## config.mk

```make
export PLATFORM = sky130hd
export DESIGN_NAME = sw_dispatch_sched_flat
export DESIGN_NICKNAME = d
export VERILOG_FILES = /design/src/rtl/sw_addr_dec_pkg.sv /design/src/rtl/sw_dispatch_sched_if.sv /design/src/rtl/sw_req_fifo.sv /design/src/rtl/sw_dispatch_sched.sv /design/src/flat_wrapper.sv
export SDC_FILE = /design/constraint.sdc
export NUM_CORES = 1
export LEC_CHECK = 0
export ABC_AREA = 1
export CAP_MARGIN = 20
export CORE_MARGIN = 2
export CORE_UTILIZATION = 50
export DETAILED_ROUTE_END_ITERATION = 12
export DONT_BUFFER_PORTS = 1
export PLACE_DENSITY_LB_ADDON = 0.2
export SLEW_MARGIN = 20
export SYNTH_ARGS = -nofsm -noshare
export SYNTH_HDL_FRONTEND = slang
export SYNTH_SLANG_ARGS = --single-unit
export TNS_END_PERCENT = 50
```

## constraint.sdc

```tcl
create_clock -name clk -period 9.4 [get_ports clk]
set_input_delay 1.88 -clock clk [delete_from_list [all_inputs] [get_ports clk]]
set_output_delay 1.88 -clock clk [all_outputs]
set_load 0.05 [all_outputs]
```

## src/rtl/sw_addr_dec_pkg.sv

```systemverilog
// Shared types and helpers for the switch-instance dispatch scheduler.
// Holds the pending-state encoding and the round-robin pick function.
package sw_addr_dec_pkg;

    localparam int OP_ID_W = 8;
    localparam int RR_MAX  = 32;

    typedef enum logic {
        PS_IDLE = 1'b0,
        PS_PEND = 1'b1
    } pend_st_e;

    typedef struct packed {
        logic       found;
        logic [4:0] idx;
    } rr_pick_t;

    // Scans from the highest offset down so the lowest offset from ptr wins.
    function automatic rr_pick_t rr_pick(
        input logic [RR_MAX-1:0] free,
        input logic [4:0]        ptr,
        input logic [5:0]        n
    );
        rr_pick_t   r;
        logic [5:0] c;
        r = '0;
        for (int k = RR_MAX - 1; k >= 0; k--) begin
            c = {1'b0, ptr} + 6'(k);
            if (c >= n) c = c - n;
            if (6'(k) < n && free[c[4:0]]) begin
                r.found = 1'b1;
                r.idx   = c[4:0];
            end
        end
        return r;
    endfunction

endpackage

```

## src/rtl/sw_dispatch_sched_if.sv

```systemverilog
// Request, busy and dispatch signals between the request source,
// the scheduler and the switch array.
interface sw_dispatch_sched_if
    import sw_addr_dec_pkg::*;
#(
    parameter int NUM_SW_INST = 5,
    parameter int FIFO_DEPTH  = 4,
    parameter int A_WIDTH     = 8
);
    logic                          req_valid;
    logic                          req_ready;
    logic [OP_ID_W-1:0]            req_op_id;
    logic [A_WIDTH-1:0]            req_addr;
    logic [NUM_SW_INST-1:0]        sw_busy;
    logic [NUM_SW_INST-1:0]        sel_en;
    logic [OP_ID_W-1:0]            op_id;
    logic [A_WIDTH-1:0]            addr_out;
    logic [$clog2(FIFO_DEPTH):0]   fifo_level;
    logic                          pend_err;

    modport master (
        output req_valid, req_op_id, req_addr, sw_busy,
        input  req_ready, sel_en, op_id, addr_out,
        input  fifo_level, pend_err
    );

    modport slave (
        input  req_valid, req_op_id, req_addr, sw_busy,
        output req_ready, sel_en, op_id, addr_out,
        output fifo_level, pend_err
    );

endinterface

```

## src/rtl/sw_req_fifo.sv

```systemverilog
// Request queue for the dispatch scheduler; full/empty come from the
// occupancy count, pointers wrap naturally at the power-of-2 depth.
module sw_req_fifo #(
    parameter int DEPTH = 4,
    parameter int W     = 16
) (
    input  logic                       clk,
    input  logic                       rst_n,
    input  logic                       push_i,
    input  logic                       pop_i,
    input  logic [W-1:0]               wdata_i,
    output logic [W-1:0]               rdata_o,
    output logic [$clog2(DEPTH):0]     level_o,
    output logic                       empty_o,
    output logic                       full_o
);
    localparam int PW = $clog2(DEPTH);
    localparam int LW = PW + 1;

    logic [W-1:0]  mem_q [DEPTH];
    logic [PW-1:0] wr_q;
    logic [PW-1:0] rd_q;
    logic [LW-1:0] level_q;
    logic          push;
    logic          pop;

    assign push = push_i && !full_o;
    assign pop  = pop_i && !empty_o;

    always_ff @(posedge clk or negedge rst_n) begin
        if (!rst_n) begin
            wr_q    <= '0;
            rd_q    <= '0;
            level_q <= '0;
        end else begin
            if (push) wr_q <= wr_q + 1'b1;
            if (pop)  rd_q <= rd_q + 1'b1;
            unique case ({push, pop})
                2'b10:   level_q <= level_q + 1'b1;
                2'b01:   level_q <= level_q - 1'b1;
                default: ;
            endcase
        end
    end

    always_ff @(posedge clk) begin
        if (push) mem_q[wr_q] <= wdata_i;
    end

    assign rdata_o = mem_q[rd_q];
    assign level_o = level_q;
    assign empty_o = (level_q == '0);
    assign full_o  = (level_q == LW'(DEPTH));

endmodule

```

## src/rtl/sw_dispatch_sched.sv

```systemverilog
// Queues read requests and dispatches each to a free switch instance
// with a one-hot sel_en pulse, round-robin, with a pending-confirm timeout.
module sw_dispatch_sched
    import sw_addr_dec_pkg::*;
#(
    parameter int NUM_SW_INST = 5,
    parameter int FIFO_DEPTH  = 4,
    parameter int A_WIDTH     = 8,
    parameter int PEND_TMO    = 4
) (
    input  logic                clk,
    input  logic                rst_n,
    sw_dispatch_sched_if.slave  sif
);
    localparam int IW = $clog2(NUM_SW_INST);
    localparam int PW = OP_ID_W + A_WIDTH;
    localparam logic [3:0] TMO_LAST = 4'(PEND_TMO - 1);
    localparam logic [NUM_SW_INST-1:0] ONE = NUM_SW_INST'(1);

    logic [PW-1:0]               head;
    logic [$clog2(FIFO_DEPTH):0] level;
    logic                        empty;
    logic                        full;
    logic                        push;
    logic                        pop;

    pend_st_e                    ps_q  [NUM_SW_INST];
    logic [3:0]                  tmr_q [NUM_SW_INST];
    logic [IW-1:0]               rr_q;
    logic [NUM_SW_INST-1:0]      sel_q;
    logic [OP_ID_W-1:0]          op_q;
    logic [A_WIDTH-1:0]          addr_q;
    logic                        err_q;
    logic [NUM_SW_INST-1:0]      pend_mask;
    logic [NUM_SW_INST-1:0]      free;
    rr_pick_t                    pick;

    assign push = sif.req_valid && !full;

    sw_req_fifo #(
        .DEPTH (FIFO_DEPTH),
        .W     (PW)
    ) u_fifo (
        .clk     (clk),
        .rst_n   (rst_n),
        .push_i  (push),
        .pop_i   (pop),
        .wdata_i ({sif.req_op_id, sif.req_addr}),
        .rdata_o (head),
        .level_o (level),
        .empty_o (empty),
        .full_o  (full)
    );

    always_comb begin
        pend_mask = '0;
        for (int i = 0; i < NUM_SW_INST; i++)
            pend_mask[i] = (ps_q[i] == PS_PEND);
    end

    assign free = ~sif.sw_busy & ~pend_mask;
    assign pick = rr_pick(RR_MAX'(free), 5'(rr_q), 6'(NUM_SW_INST));
    assign pop  = !empty && pick.found;

    always_ff @(posedge clk or negedge rst_n) begin
        if (!rst_n) begin
            sel_q  <= '0;
            op_q   <= '0;
            addr_q <= '0;
            rr_q   <= '0;
            err_q  <= 1'b0;
            for (int i = 0; i < NUM_SW_INST; i++) begin
                ps_q[i]  <= PS_IDLE;
                tmr_q[i] <= '0;
            end
        end else begin
            sel_q <= '0;
            for (int i = 0; i < NUM_SW_INST; i++) begin
                if (ps_q[i] == PS_PEND) begin
                    if (sif.sw_busy[i]) begin
                        ps_q[i] <= PS_IDLE;
                    end else if (tmr_q[i] == TMO_LAST) begin
                        ps_q[i] <= PS_IDLE;
                        err_q   <= 1'b1;
                    end else begin
                        tmr_q[i] <= tmr_q[i] + 1'b1;
                    end
                end
                // A winner is never pending, so this cannot fight the above.
                if (pop && pick.idx == 5'(i)) begin
                    ps_q[i]  <= PS_PEND;
                    tmr_q[i] <= '0;
                end
            end
            if (pop) begin
                sel_q           <= ONE << pick.idx;
                {op_q, addr_q}  <= head;
                rr_q <= (pick.idx == 5'(NUM_SW_INST - 1)) ?
                        '0 : IW'(pick.idx + 5'd1);
            end
        end
    end

    assign sif.req_ready  = !full;
    assign sif.sel_en     = sel_q;
    assign sif.op_id      = op_q;
    assign sif.addr_out   = addr_q;
    assign sif.fifo_level = level;
    assign sif.pend_err   = err_q;

endmodule
```

## src/flat_wrapper.sv

```systemverilog
// flat-port wrapper written by rule: the top's interface ports become plain ports
module sw_dispatch_sched_flat import sw_addr_dec_pkg::*;
#(
    parameter int NUM_SW_INST = 5,
    parameter int FIFO_DEPTH  = 4,
    parameter int A_WIDTH     = 8,
    parameter int PEND_TMO    = 4
)
  (clk, rst_n, sif_req_valid, sif_req_op_id, sif_req_addr, sif_sw_busy, sif_req_ready, sif_sel_en, sif_op_id, sif_addr_out, sif_fifo_level, sif_pend_err);
  sw_dispatch_sched_if #(.NUM_SW_INST(NUM_SW_INST), .FIFO_DEPTH(FIFO_DEPTH), .A_WIDTH(A_WIDTH)) sif_i ();
  input  logic clk;
  input  logic rst_n;
  input wire logic [$bits(sif_i.req_valid)-1:0] sif_req_valid;
  input wire logic [$bits(sif_i.req_op_id)-1:0] sif_req_op_id;
  input wire logic [$bits(sif_i.req_addr)-1:0] sif_req_addr;
  input wire logic [$bits(sif_i.sw_busy)-1:0] sif_sw_busy;
  output wire logic [$bits(sif_i.req_ready)-1:0] sif_req_ready;
  output wire logic [$bits(sif_i.sel_en)-1:0] sif_sel_en;
  output wire logic [$bits(sif_i.op_id)-1:0] sif_op_id;
  output wire logic [$bits(sif_i.addr_out)-1:0] sif_addr_out;
  output wire logic [$bits(sif_i.fifo_level)-1:0] sif_fifo_level;
  output wire logic [$bits(sif_i.pend_err)-1:0] sif_pend_err;
  assign sif_i.req_valid = sif_req_valid;
  assign sif_i.req_op_id = sif_req_op_id;
  assign sif_i.req_addr = sif_req_addr;
  assign sif_i.sw_busy = sif_sw_busy;
  assign sif_req_ready = sif_i.req_ready;
  assign sif_sel_en = sif_i.sel_en;
  assign sif_op_id = sif_i.op_id;
  assign sif_addr_out = sif_i.addr_out;
  assign sif_fifo_level = sif_i.fifo_level;
  assign sif_pend_err = sif_i.pend_err;
  sw_dispatch_sched #(.NUM_SW_INST(NUM_SW_INST), .FIFO_DEPTH(FIFO_DEPTH), .A_WIDTH(A_WIDTH), .PEND_TMO(PEND_TMO)) u_core (.clk(clk), .rst_n(rst_n), .sif(sif_i));
endmodule
```

# --- Word level (Yosys, flattened, before mapping) ---
# Memories as Yosys holds them, arrays and structs flattened. A register that Yosys moved wholly into a read port is not among the register bits.
# Index checks and enable logic that the tools add are counted.
op_classes:
  add_sub_neg: 19
  order_cmp: 10
  n_eq_ne: 22
  shift: 1
  muxes: 80
  bitwise_logic: 3
  n_reduce_logical: 25
ops:
  columns: ["op", "n"]
  rows:
  - ["two-way mux 4 bit", 20]
  - ["two-way mux 1 bit", 42]
  - ["< comparator 5 x 6 -> 1 bit, second input constant", 5]
  - ["two-way mux 5 bit", 6]
  - ["two-way mux 6 bit", 5]
  - ["binary-select mux 1 bit (select 5 bit)", 5]
  - [">= comparator 6 x 3 -> 1 bit, second input constant", 4]
  - ["adder 4 x 1 -> 4 bit, second input constant", 5]
  - ["equality test 4 x 2 -> 1 bit, second input constant", 5]
  - ["subtractor 5 x 3 -> 5 bit, second input constant", 4]
  - ["AND reduction 3 bit", 5]
  - ["nonzero test 2 bit", 6]
  - ["equality test 5 x 2 -> 1 bit, second input constant", 2]
  - ["!= test 2 x 1 -> 1 bit, second input constant", 5]
  - ["!= test 2 bit, second input constant", 5]
  - ["NOT 5 bit", 2]
  - ["logical AND 1 bit", 9]
  - ["adder 3 x 2 -> 4 bit, second input constant", 2]
  - ["adder 3 x 1 -> 3 bit, second input constant", 2]
  - ["one-hot mux 3 bit (2 select lines)", 1]
  - ["AND 5 bit", 1]
  - ["equality test 5 x 1 -> 1 bit, second input constant", 1]
  - ["equality test 5 x 3 -> 1 bit, second input constant", 1]
  - ["logical NOT 5 bit", 1]
  - ["13 further kinds", 16]
totals:
  register_bits: 41
  ram_bits: 64
  in_bits: 24
  out_inout_bits: 26
  word_cells: 177
  mem_count: 1
mem_list:
  columns: ["memory", "words", "width", "rd", "rd_ports_with_merged_regs", "wr", "line_no", "source"]
  rows:
  - ["u_core.u_fifo.mem_q", 4, 16, 1, 1, 1, "sw_req_fifo.sv:20", "logic [W-1:0] mem_q [DEPTH];"]

# --- Logic depth before layout (Yosys ltp) ---
# Gate-level depths: netlist of the first run.
logic_depth:
  ltp_word: 16
  ltp_mapped: 22
  mapped_depth_nobuf: 22

# --- Modules after synthesis ---
# A second synthesis of the first run with hierarchy kept.
hier_totals:
  hier_cells: 713
  area_unflattened_um2: 6461.2
modules_own_cells:
  columns: ["module", "instances", "cells_each", "area_each_um2", "seq_area_each_um2"]
  rows:
  - ["sw_dispatch_sched", 1, 465, 3438.3, 1251.2]
  - ["sw_req_fifo", 1, 248, 3022.9, 2097.0]

# --- Worst setup path after synthesis of the first run ---
# OpenSTA, ideal clock, no wires.
synth_path:
  kind: "input -> register"
  start: "in sif_sw_busy[0]"
  end: "reg u_core.u_fifo.level_q[2], in the netlist u_core.u_fifo.level_o[2]"
  setup_ns: 0.131
  t_arrival_ns: 4.056
  required_time_ns: 9.269
  path_slack_ns: 5.213
  cell_stages: 18
  n_path_buf: 1
  cell_sequence: "nor2_1 > inv_1 > nand2_1 > o21ai_0 > nand2_1 > nand2_1 > nand2_1 > nand2_1 > nand2_1 > nor2_1 > a21boi_4 > clkbuf_1 > ha_1 > inv_1 > fa_1 > a21oi_1 > o21ai_0 > xor2_1"
synth_via:
  elab_chain_cells: 13
  elab_cells_between_ends: 23
  classes_between: "eq/ne (2); mux (16); bitwise (2); reduce/logical (3)"
synth_lines:
  columns: ["element", "line_no", "source"]
  rows:
  - ["start, declared", "flat_wrapper.sv:16", "input wire logic [$bits(sif_i.sw_busy)-1:0] sif_sw_busy;"]
  - ["NOT 5 bit (*)", "sw_dispatch_sched.sv:61", "assign free = ~sif.sw_busy & ~pend_mask;"]
  - ["AND 5 bit (*)", "sw_dispatch_sched.sv:61", null]
  - ["binary-select mux 1 bit (select 5 bit)", "sw_addr_dec_pkg.sv:30", "if (6'(k) < n && free[c[4:0]]) begin"]
  - ["two-way mux 1 bit (not written as such)", "sw_addr_dec_pkg.sv:30", null]
  - ["two-way mux 6 bit (4 in series)", "sw_addr_dec_pkg.sv:30", null]
  - ["two-way mux 6 bit (*)", "sw_addr_dec_pkg.sv:30", null]
  - ["logical AND 1 bit (*)", "sw_dispatch_sched.sv:63", "assign pop = !empty && pick.found;"]
  - ["via u_core.pop", "sw_dispatch_sched.sv:25", "logic pop;"]
  - ["logical AND 1 bit (*)", "sw_req_fifo.sv:28", "assign pop = pop_i && !empty_o;"]
  - ["equality test 2 x 1 -> 1 bit / equality test 2 bit (equally long branches)", "sw_req_fifo.sv:38", "unique case ({push, pop})"]
  - ["one-hot mux 3 bit (2 select lines) / nonzero test 2 bit (equally long branches)", null, null]
  - ["end signal, assigned", "sw_req_fifo.sv:39", "2'b10: level_q <= level_q + 1'b1;"]
  - ["end signal, assigned", "sw_req_fifo.sv:40", "2'b01: level_q <= level_q - 1'b1;"]
  - ["end, declared", "sw_req_fifo.sv:23", "logic [LW-1:0] level_q;"]
# The timed path passes the listed nets; every way through them passes the cells marked *. The select of a mux whose other input is x is not followed.
# A chain may end at the register's enable or synchronous reset.

# --- Final worst setup path of the first run ---
layout_path:
  start: "reg u_core.rr_q[0]"
  end: "reg u_core.u_fifo.level_q[2], in the netlist u_core.u_fifo.level_o[2]"
layout_via:
  elab_chain_cells: 14
  elab_cells_between_ends: 40
  classes_between: "add/sub (9); order compare (5); eq/ne (2); mux (21); reduce/logical (3)"
layout_lines:
  columns: ["element", "line_no", "source"]
  rows:
  - ["start, declared", "sw_dispatch_sched.sv:29", "logic [IW-1:0] rr_q;"]
  - ["start signal, assigned", "sw_dispatch_sched.sv:98", "rr_q <= (pick.idx == 5'(NUM_SW_INST - 1)) ?"]
  - ["adder 3 x 3 -> 4 bit", "sw_addr_dec_pkg.sv:28", "c = {1'b0, ptr} + 6'(k);"]
  - ["subtractor 5 x 3 -> 5 bit / >= comparator 6 x 3 -> 1 bit (equally long branches)", "sw_addr_dec_pkg.sv:29", "if (c >= n) c = c - n;"]
  - ["two-way mux 5 bit", "sw_addr_dec_pkg.sv:29", null]
  - ["binary-select mux 1 bit (select 5 bit)", "sw_addr_dec_pkg.sv:30", null]
  - ["two-way mux 1 bit (not written as such)", "sw_addr_dec_pkg.sv:30", null]
  - ["two-way mux 6 bit (4 in series)", "sw_addr_dec_pkg.sv:30", null]
  - ["two-way mux 6 bit (*)", "sw_addr_dec_pkg.sv:30", null]
  - ["logical AND 1 bit (*)", "sw_dispatch_sched.sv:63", null]
  - ["logical AND 1 bit (*)", "sw_req_fifo.sv:28", null]
  - ["equality test 2 x 1 -> 1 bit / equality test 2 bit (equally long branches)", "sw_req_fifo.sv:38", null]
  - ["one-hot mux 3 bit (2 select lines) / nonzero test 2 bit (equally long branches)", null, null]
# Mark *: on every way between the ends. The rest lies on a longest branch, timed or not. The select of a mux whose other input is x is not followed.

==> results of run 1 <==
==> routing by layer <==
| metal | track usage [%] | vias to the layer above | part of all wire (%) |
|---|---|---|---|
| li1 | - | 2190 | - |
| met1 | 24.1 | 2048 | 42 |
| met4 | 10.4 | 0 | 2.2 |
| met2 | 35.0 | 107 | 50 |
| met5 | 0 | - | 0 |
| met3 | 5.74 | 23 | 5.1 |
==> cells by family (layout without fill, tap and decap cells) <==
kind of cell,count (synthesis),count (layout),synth area share (%)
adders and majority gates,24,24,5.22
muxes,2,2,0.332
and+or+nand+nor,299,299,20.7
buffers and inverters,94,112,6.17
xor gates and xnor gates,13,13,2.01
DFF,121,121,55.4
AOI/OAI and AO/OA,105,105,10.1
==> cell usage in the layout, fill, tap and decap left out, types with 3 or more instances in the layout <==
cell        instances
nand3b_1            3
nor2_2              7
xor2_1              8
clkinvlp_4          3
ha_1               22
nand2_1           159
o21ai_1             4
nand4_1             6
inv_2               7
edfxtp_1           64
inv_1              73
nor3_1              8
a21oi_1            19
nor2_1             66
o21ai_0            49
clkinv_1            3
clkbuf_16          17
dfrtp_1            57
clkinv_2            3
nand3_1            41
xnor2_1             4
o211ai_1            5
nand2_2             5
o22ai_1            17
==> worst paths after layout <==
path | start | end | slack (ns) | depth (start not counted)
max | u_core.rr_q[0] | u_core.u_fifo.level_o[2] | 4.96 | 21
min | u_core.tmr_q[3] | u_core.tmr_q[3] | 0.56 | 2
min reg2reg | u_core.tmr_q[3] | u_core.tmr_q[3] | 0.56 | 2
max in group asynchronous | rst_n | u_core.sif.pend_err | 8.12 | 0
min in group asynchronous | rst_n | u_core.sif.sel_en[1] | 1.17 | 0
max reg2reg | u_core.rr_q[0] | u_core.u_fifo.level_o[2] | 4.96 | 21
==> sequential cells by signal (all words and copies together) (netlist names) <==
name / count
u_core.u_fifo.rd_q: 2
u_core.rr_q: 3
u_core.sif.pend_err: 1
u_core.tmr_q: 20
u_core.sif.sel_en: 5
u_core.u_fifo.mem_q: 64
u_core.u_fifo.wr_q: 2
u_core.sif.op_id: 8
u_core.sif.addr_out: 8
u_core.pend_mask: 5
u_core.u_fifo.level_o: 3
==> synth_stat cells, drive strengths merged (5+ instances only) <==
cell / count
nor2: 73
o21ai: 55
nand3: 41
buf: 5
nand2: 164
o211ai: 5
a21oi: 22
o22ai: 17
edfxtp: 64
nand4: 6
xor2: 9
nor3: 9
dfrtp: 57
inv: 80
ha: 22
clkbuf: 9
==> layout make-up <==
| class | instances | area (sq um) |
|---|---|---|
| clock buffers | 19 | 433 |
| clock inverters | 13 | 105 |
| multi-input cells | 443 | 2330 |
| flip-flops and latches | 121 | 3350 |
| fillers | 1042 | 5210 |
| inverters | 80 | 300 |
| well taps | 147 | 184 |
==> critical path: cells and delay by family, from the launching register on <==
kind	cells	cell delay [ns]
XOR/XNOR	1	0.15
buffers and inverters	5	0.63
AO/OA/AOI/OAI	5	1.07
AND/OR/NAND/NOR	6	0.62
adder cells (fa/ha/maj)	4	1.23
flip-flops	1	0.60
==> metrics by stage <==
| stage | cell area [sq um] | util, % | hold WS (ns) |
|---|---|---|---|
| 6_report | 6700 | 56.2 | 0.564 |
| 5_1_grt | 6700 | 56.2 | 0.582 |
| 4_1_cts | 6700 | 56.2 | 0.562 |
| 3_5_place_dp | 6160 | 51.7 | 0.549 |
| 3_3_place_gp | 6160 | 51.7 | 0.543 |
| 2_1_floorplan | 6040 | - | 0.520 |
==> summary.md, run 1 <==
| Metric | Value |
|---|---|
| Status | `finished, final reports clean` |
| Sequential area share after synthesis | `a little under three fifths` |
| Area Growth Syn to Fin | `10.9%` |
| Drt via density | `5.31` |
| Startpoint Class | `register` |
| Top_reg_cell synth | `edfxtp_1` |
| Top cell type's share of synthesized area | `about a third` |
| I/O Buffers | `0` |
| Clock Skew | `0.0106 ns` |
| Worst skew pair latency | `0.41 ns` |
| Diodes inserted | `0` |
| Syn Inst Count | `658` |
| Core area | `0.0119 sq mm` |
| Clock-pin slew on the worst setup and hold paths | `0.05 ns` |
| Initial core utilization | `between 50% and 60%` |
| Placer congestion estimate | `0.879` |
| Setup bufs post-CTS | `0` |
| RSZ-0062 raised after global routing | `no` |
| Period utilization | `between 40 and 50%` |
| Crit Path Class | `register to register` |
| CTS tree | `built` |
| Final non-filler cell total | `823` |
| Post-CTS Hold Fix Bufs | `0` |
| Slowest stage delay, CP | `about 0.6 ns` |
| Global-route wire length before repair | `20.4 mm` |
| # rows | `40` |
| Library cells used by synthesis | `38` |
| Vias in the first global route | `between 4000 and 5000` |
| Crit path max fanout | `25` |
| Initial antenna violation count | `0` |
| Total die area | `0.0130 sq mm` |
| I/O pin count | `50` |
| Aggregate global routing overflow | `0` |
| Detailed Route WL | `12.5 mm` |
| Wirelength per Cell | `approximately 15 um` |
| Post-CTS Resized | `0` |
| Cell area after synthesis | `0.00604 sq mm` |
| Fin. Hold Viols | `0` |
| Max capacitance violation total | `0` |
| Data required, critical path | `9.68 ns` |
| Hold Path Class | `register to register` |
| Setup Total Neg Slack | `0 ns` |
| Syn_nets | `706` |
| # setup viols final | `0` |
| EDFF count, synth | `64` |
| Async SR Flop Fraction | `roughly 47%` |
| Gr usage total | `20.6%` |
| DP Cell Count | `791` |
| Max_slew headroom | `31.8%` |
| Seq cells post-synth | `approximately 120` |
| FMAX | `roughly 230 MHz` |
| H-tree depth | `4` |
| Vias | `4368` |
| Critical-path top delay cell | `dfrtp_1` |
| Hpwl dp | `8.64 mm` |
| WP data arrival | `4.72 ns` |
| Die height | `114 um` |
| Layout Nets | `711` |
| Synth area leaders | `edfxtp_1 32%, dfrtp_1 24%, nand2_1 9.9%` |
| Clock root buffer | `clkbuf_16` |
| TritonRoute pass-1 iters | `5` |
| Largest net degree at the start of global routing | `58` |
| Initial DRC Count | `between 300 and 400` |
| Post-Syn Area per Cell | `around 9 sq um` |
| Synth area leader | `edfxtp_1` |
| CP Cell Sequence | `inv_2 -> ha_1 -> inv_1 -> fa_1 -> inv_1 -> nand2_1 -> nand2_1 -> o21ai_0 -> inv_1 -> nand3_1 -> a21oi_1 -> nand2_1 -> nand2_1 -> nor2_1 -> a21boi_4 -> ha_1 -> inv_1 -> fa_1 -> a21oi_1 -> o21ai_0 -> xor2_1` |
| Synth warn | `0` |
| Routed Antenna Nets | `0` |
| Place WS | `4.81 ns` |
| Final worst slack | `4.96 ns` |
| Tmin final | `approximately 4.4 ns` |
| DRC Markers | `0` |
| Slew Limit Fails | `0` |
| Fraction of layout cells with a size suffix above 1 | `under 10%` |
| Die width | `~110 um` |
| Worst Setup End Kind | `register` |
| Num CTS Buffers | `17` |
| Clk sinks | `121` |
| Worst slew pin tran | `approximately 1 ns` |
| Clk buf depth | `2` |
Power of run 1 is left out: the tool's default activity adds up to more than one toggle a clock period on the data nets, which glitch-free logic cannot reach.
==> inputs of run 2 (changes only) <==
==> constraint.sdc (replaced) <==
create_clock -name clk -period 4.6 [get_ports clk]
set_input_delay 0.92 -clock clk [delete_from_list [all_inputs] [get_ports clk]]
set_output_delay 0.92 -clock clk [all_outputs]
set_load 0.05 [all_outputs]
==> summary.md, run 2 (same netlist as run 1, synthesis figures left out) <==
| Metric | Value |
|---|---|
| Total die area | `0.0130 sq mm (unchanged)` |
| Setup Total Neg Slack | `0 ns (unchanged)` |
| Status | `finished, final reports clean (unchanged)` |
| Setup bufs post-CTS | `0 (unchanged)` |
| R2r startpoint | `u_core.rr_q[1] (was u_core.rr_q[0])` |
| FMAX | `273 MHz (was 225 MHz)` |
| H-tree depth | `4 (unchanged)` |
| Clock root buffer | `clkbuf_16 (unchanged)` |
| Data required, critical path | `4.88 ns (was 9.68 ns)` |
| Max_slew headroom | `33.7% (was 31.8%)` |
| Worst Setup End Kind | `register (unchanged)` |
| Period utilization | `79.5% (was 47.2%)` |
| Worst skew pair latency | `0.40 ns (was 0.41 ns)` |
| Fraction of layout cells with a size suffix above 1 | `9.09% (was 8.28%)` |
| Detailed Route WL | `12.7 mm (was 12.5 mm)` |
| R2R cell count | `19 (was 21)` |
| Max capacitance violation total | `0 (unchanged)` |
| Aggregate global routing overflow | `0 (unchanged)` |
| Commonest cells after routing, fill and taps aside | `159 x nand2_1, 73 x inv_1, 70 x nor2_1 (was 159 x nand2_1, 73 x inv_1, 66 x nor2_1)` |
| Reg2reg setup slack | `0.94 ns (was 4.96 ns)` |
| Die height | `114 um (unchanged)` |
| Crit Path Class | `register to register (unchanged)` |
| Post-CTS Resized | `0 (unchanged)` |
| Initial core utilization | `50.7% (unchanged)` |
| Vias | `4366 (was 4368)` |
| Final design utilization | `56.6% (was 56.2%)` |
| Initial DRC Count | `275 (was 308)` |
| Placed cell area | `0.00619 sq mm (was 0.00616 sq mm)` |
| Leading cell type in the layout, fill and taps excluded | `nand2_1 (unchanged)` |
| Wirelength per Cell | `15.3 um (was 15.1 um)` |
| Core area | `0.0119 sq mm (unchanged)` |
| Post-CTS Hold Fix Bufs | `0 (unchanged)` |
| Diodes inserted | `0 (unchanged)` |
| Largest register FFs | `64 (unchanged)` |
| I/O pin count | `50 (unchanged)` |
| TritonRoute pass-1 iters | `5 (unchanged)` |
| Tmin final | `3.66 ns (was 4.44 ns)` |
| Global-route wire length before repair | `20.9 mm (was 20.4 mm)` |
| Routed Antenna Nets | `0 (unchanged)` |
| Worst slew pin tran | `0.995 ns (was 1.02 ns)` |
| DRC Markers | `0 (unchanged)` |
| Drt via density | `5.27 (was 5.31)` |
| Clk buf depth | `2 (unchanged)` |
| Gr usage total | `20.8% (was 20.6%)` |
| Clk sinks | `121 (unchanged)` |
| Die width | `114 um (unchanged)` |
| Num CTS Buffers | `17 (unchanged)` |
| Design area | `0.00674 sq mm (was 0.00670 sq mm)` |
| Slew Limit Fails | `0 (unchanged)` |
| # rows | `40 (unchanged)` |
| CTS tree | `built (unchanged)` |
| Fillers | `1022 (was 1042)` |
| Clock Skew | `0.00504 ns (was 0.0106 ns)` |
| RSZ-0062 raised after global routing | `no (unchanged)` |
| Vias in the first global route | `4371 (was 4230)` |
| Clock-pin slew on the worst setup and hold paths | `0.06 ns (was 0.05 ns)` |
| Largest net degree at the start of global routing | `58 (unchanged)` |
| Hold Path Class | `primary input to asynchronous set/reset pin (was register to register)` |
| # setup viols final | `0 (unchanged)` |
| Initial antenna violation count | `0 (unchanged)` |
| Layout Nets | `717 (was 711)` |
| I/O Buffers | `0 (unchanged)` |
| Biggest regs | `u_core.u_fifo.mem_q: 64 flops, u_core.tmr_q: 20 flops (unchanged)` |
| WP data arrival | `3.94 ns (was 4.72 ns)` |
| Largest Register | `u_core.u_fifo.mem_q (unchanged)` |
| Startpoint Class | `register (unchanged)` |
| Final worst slack | `0.941 ns (was 4.96 ns)` |
| Area Growth Syn to Fin | `11.6% (was 10.9%)` |
| Place WS | `0.969 ns (was 4.81 ns)` |
| FF-to-FF End | `u_core.u_fifo.level_o[2] (unchanged)` |
| Crit path max fanout | `10 (was 25)` |
| Fin. Hold Viols | `0 (unchanged)` |
| Placer congestion estimate | `0.950 (was 0.879)` |
| Hpwl dp | `8.61 mm (was 8.64 mm)` |
run 2: cell types whose count changed in the layout (fill, tap and decap cells not counted), moves of 2 or more:
cell	before	now
buf_4	0	6
nor2_1	66	70
nor2_2	7	3
clkbuf_1	2	0
inv_6	1	5
clkinv_2	3	1
clkinv_1	3	1
run 2: per-layer routing:
metal	up-vias	part of all wire, %	wire (um)	GRT usage, %
met2	95	51	6430	36.2
li1	2206	-	-	-
met1	2053	43	5490	25.0
met4	0	1.5	185	7.24
met5	-	0	0	0
met3	12	4.5	575	5.53
run 2: metrics by stage:
step	cells	hold slack, ns
floorplan	658	0.520
global placement	797	0.543
detailed placement	797	0.553
CTS	829	0.194
global route	829	0.189
finish	829	0.210
run 2: cell type report:
| type | instances | area (sq um) | share of cell area, % |
|---|---|---|---|
| clock inverter | 15 | 120 | 1.78 |
| inverter | 80 | 300 | 4.46 |
| clock buffer | 17 | 425 | 6.31 |
| timing repair buffer | 6 | 45.0 | 0.668 |
| sequential | 121 | 3350 | 49.7 |
| multi-input combinational | 443 | 2320 | 34.4 |
| tap | 147 | 184 | 2.73 |
run 2: worst max-delay path: stages (launching register included):
cell      delay [ns]
dfrtp_1         0.50
inv_1           0.22
ha_1            0.24
inv_1           0.06
ha_1            0.38
o21ai_1         0.23
nand3_1         0.18
nand3_1         0.13
nand3_1         0.08
nand2_1         0.07
nand2_1         0.06
nand2_2         0.09
nand2_2         0.11
a21boi_4        0.18
ha_1            0.16
inv_1           0.06
fa_1            0.37
a21oi_1         0.14
o21ai_0         0.12
xor2_1          0.16
run 2: worst max path at each step:
stage | startpoint | endpoint | slack, ns
5_1_grt | u_core.rr_q[1] | u_core.u_fifo.level_o[2] | 0.55
6_report | u_core.rr_q[1] | u_core.u_fifo.level_o[2] | 0.94
4_1_cts | u_core.rr_q[1] | u_core.pend_mask[4] | 0.91
2_1_floorplan | u_core.rr_q[0] | u_core.u_fifo.level_o[2] | 0.88
3_3_place_gp | u_core.rr_q[2] | u_core.pend_mask[4] | 1.06
3_5_place_dp | u_core.rr_q[1] | u_core.pend_mask[4] | 0.97
Power of run 2 is left out for the same reason.
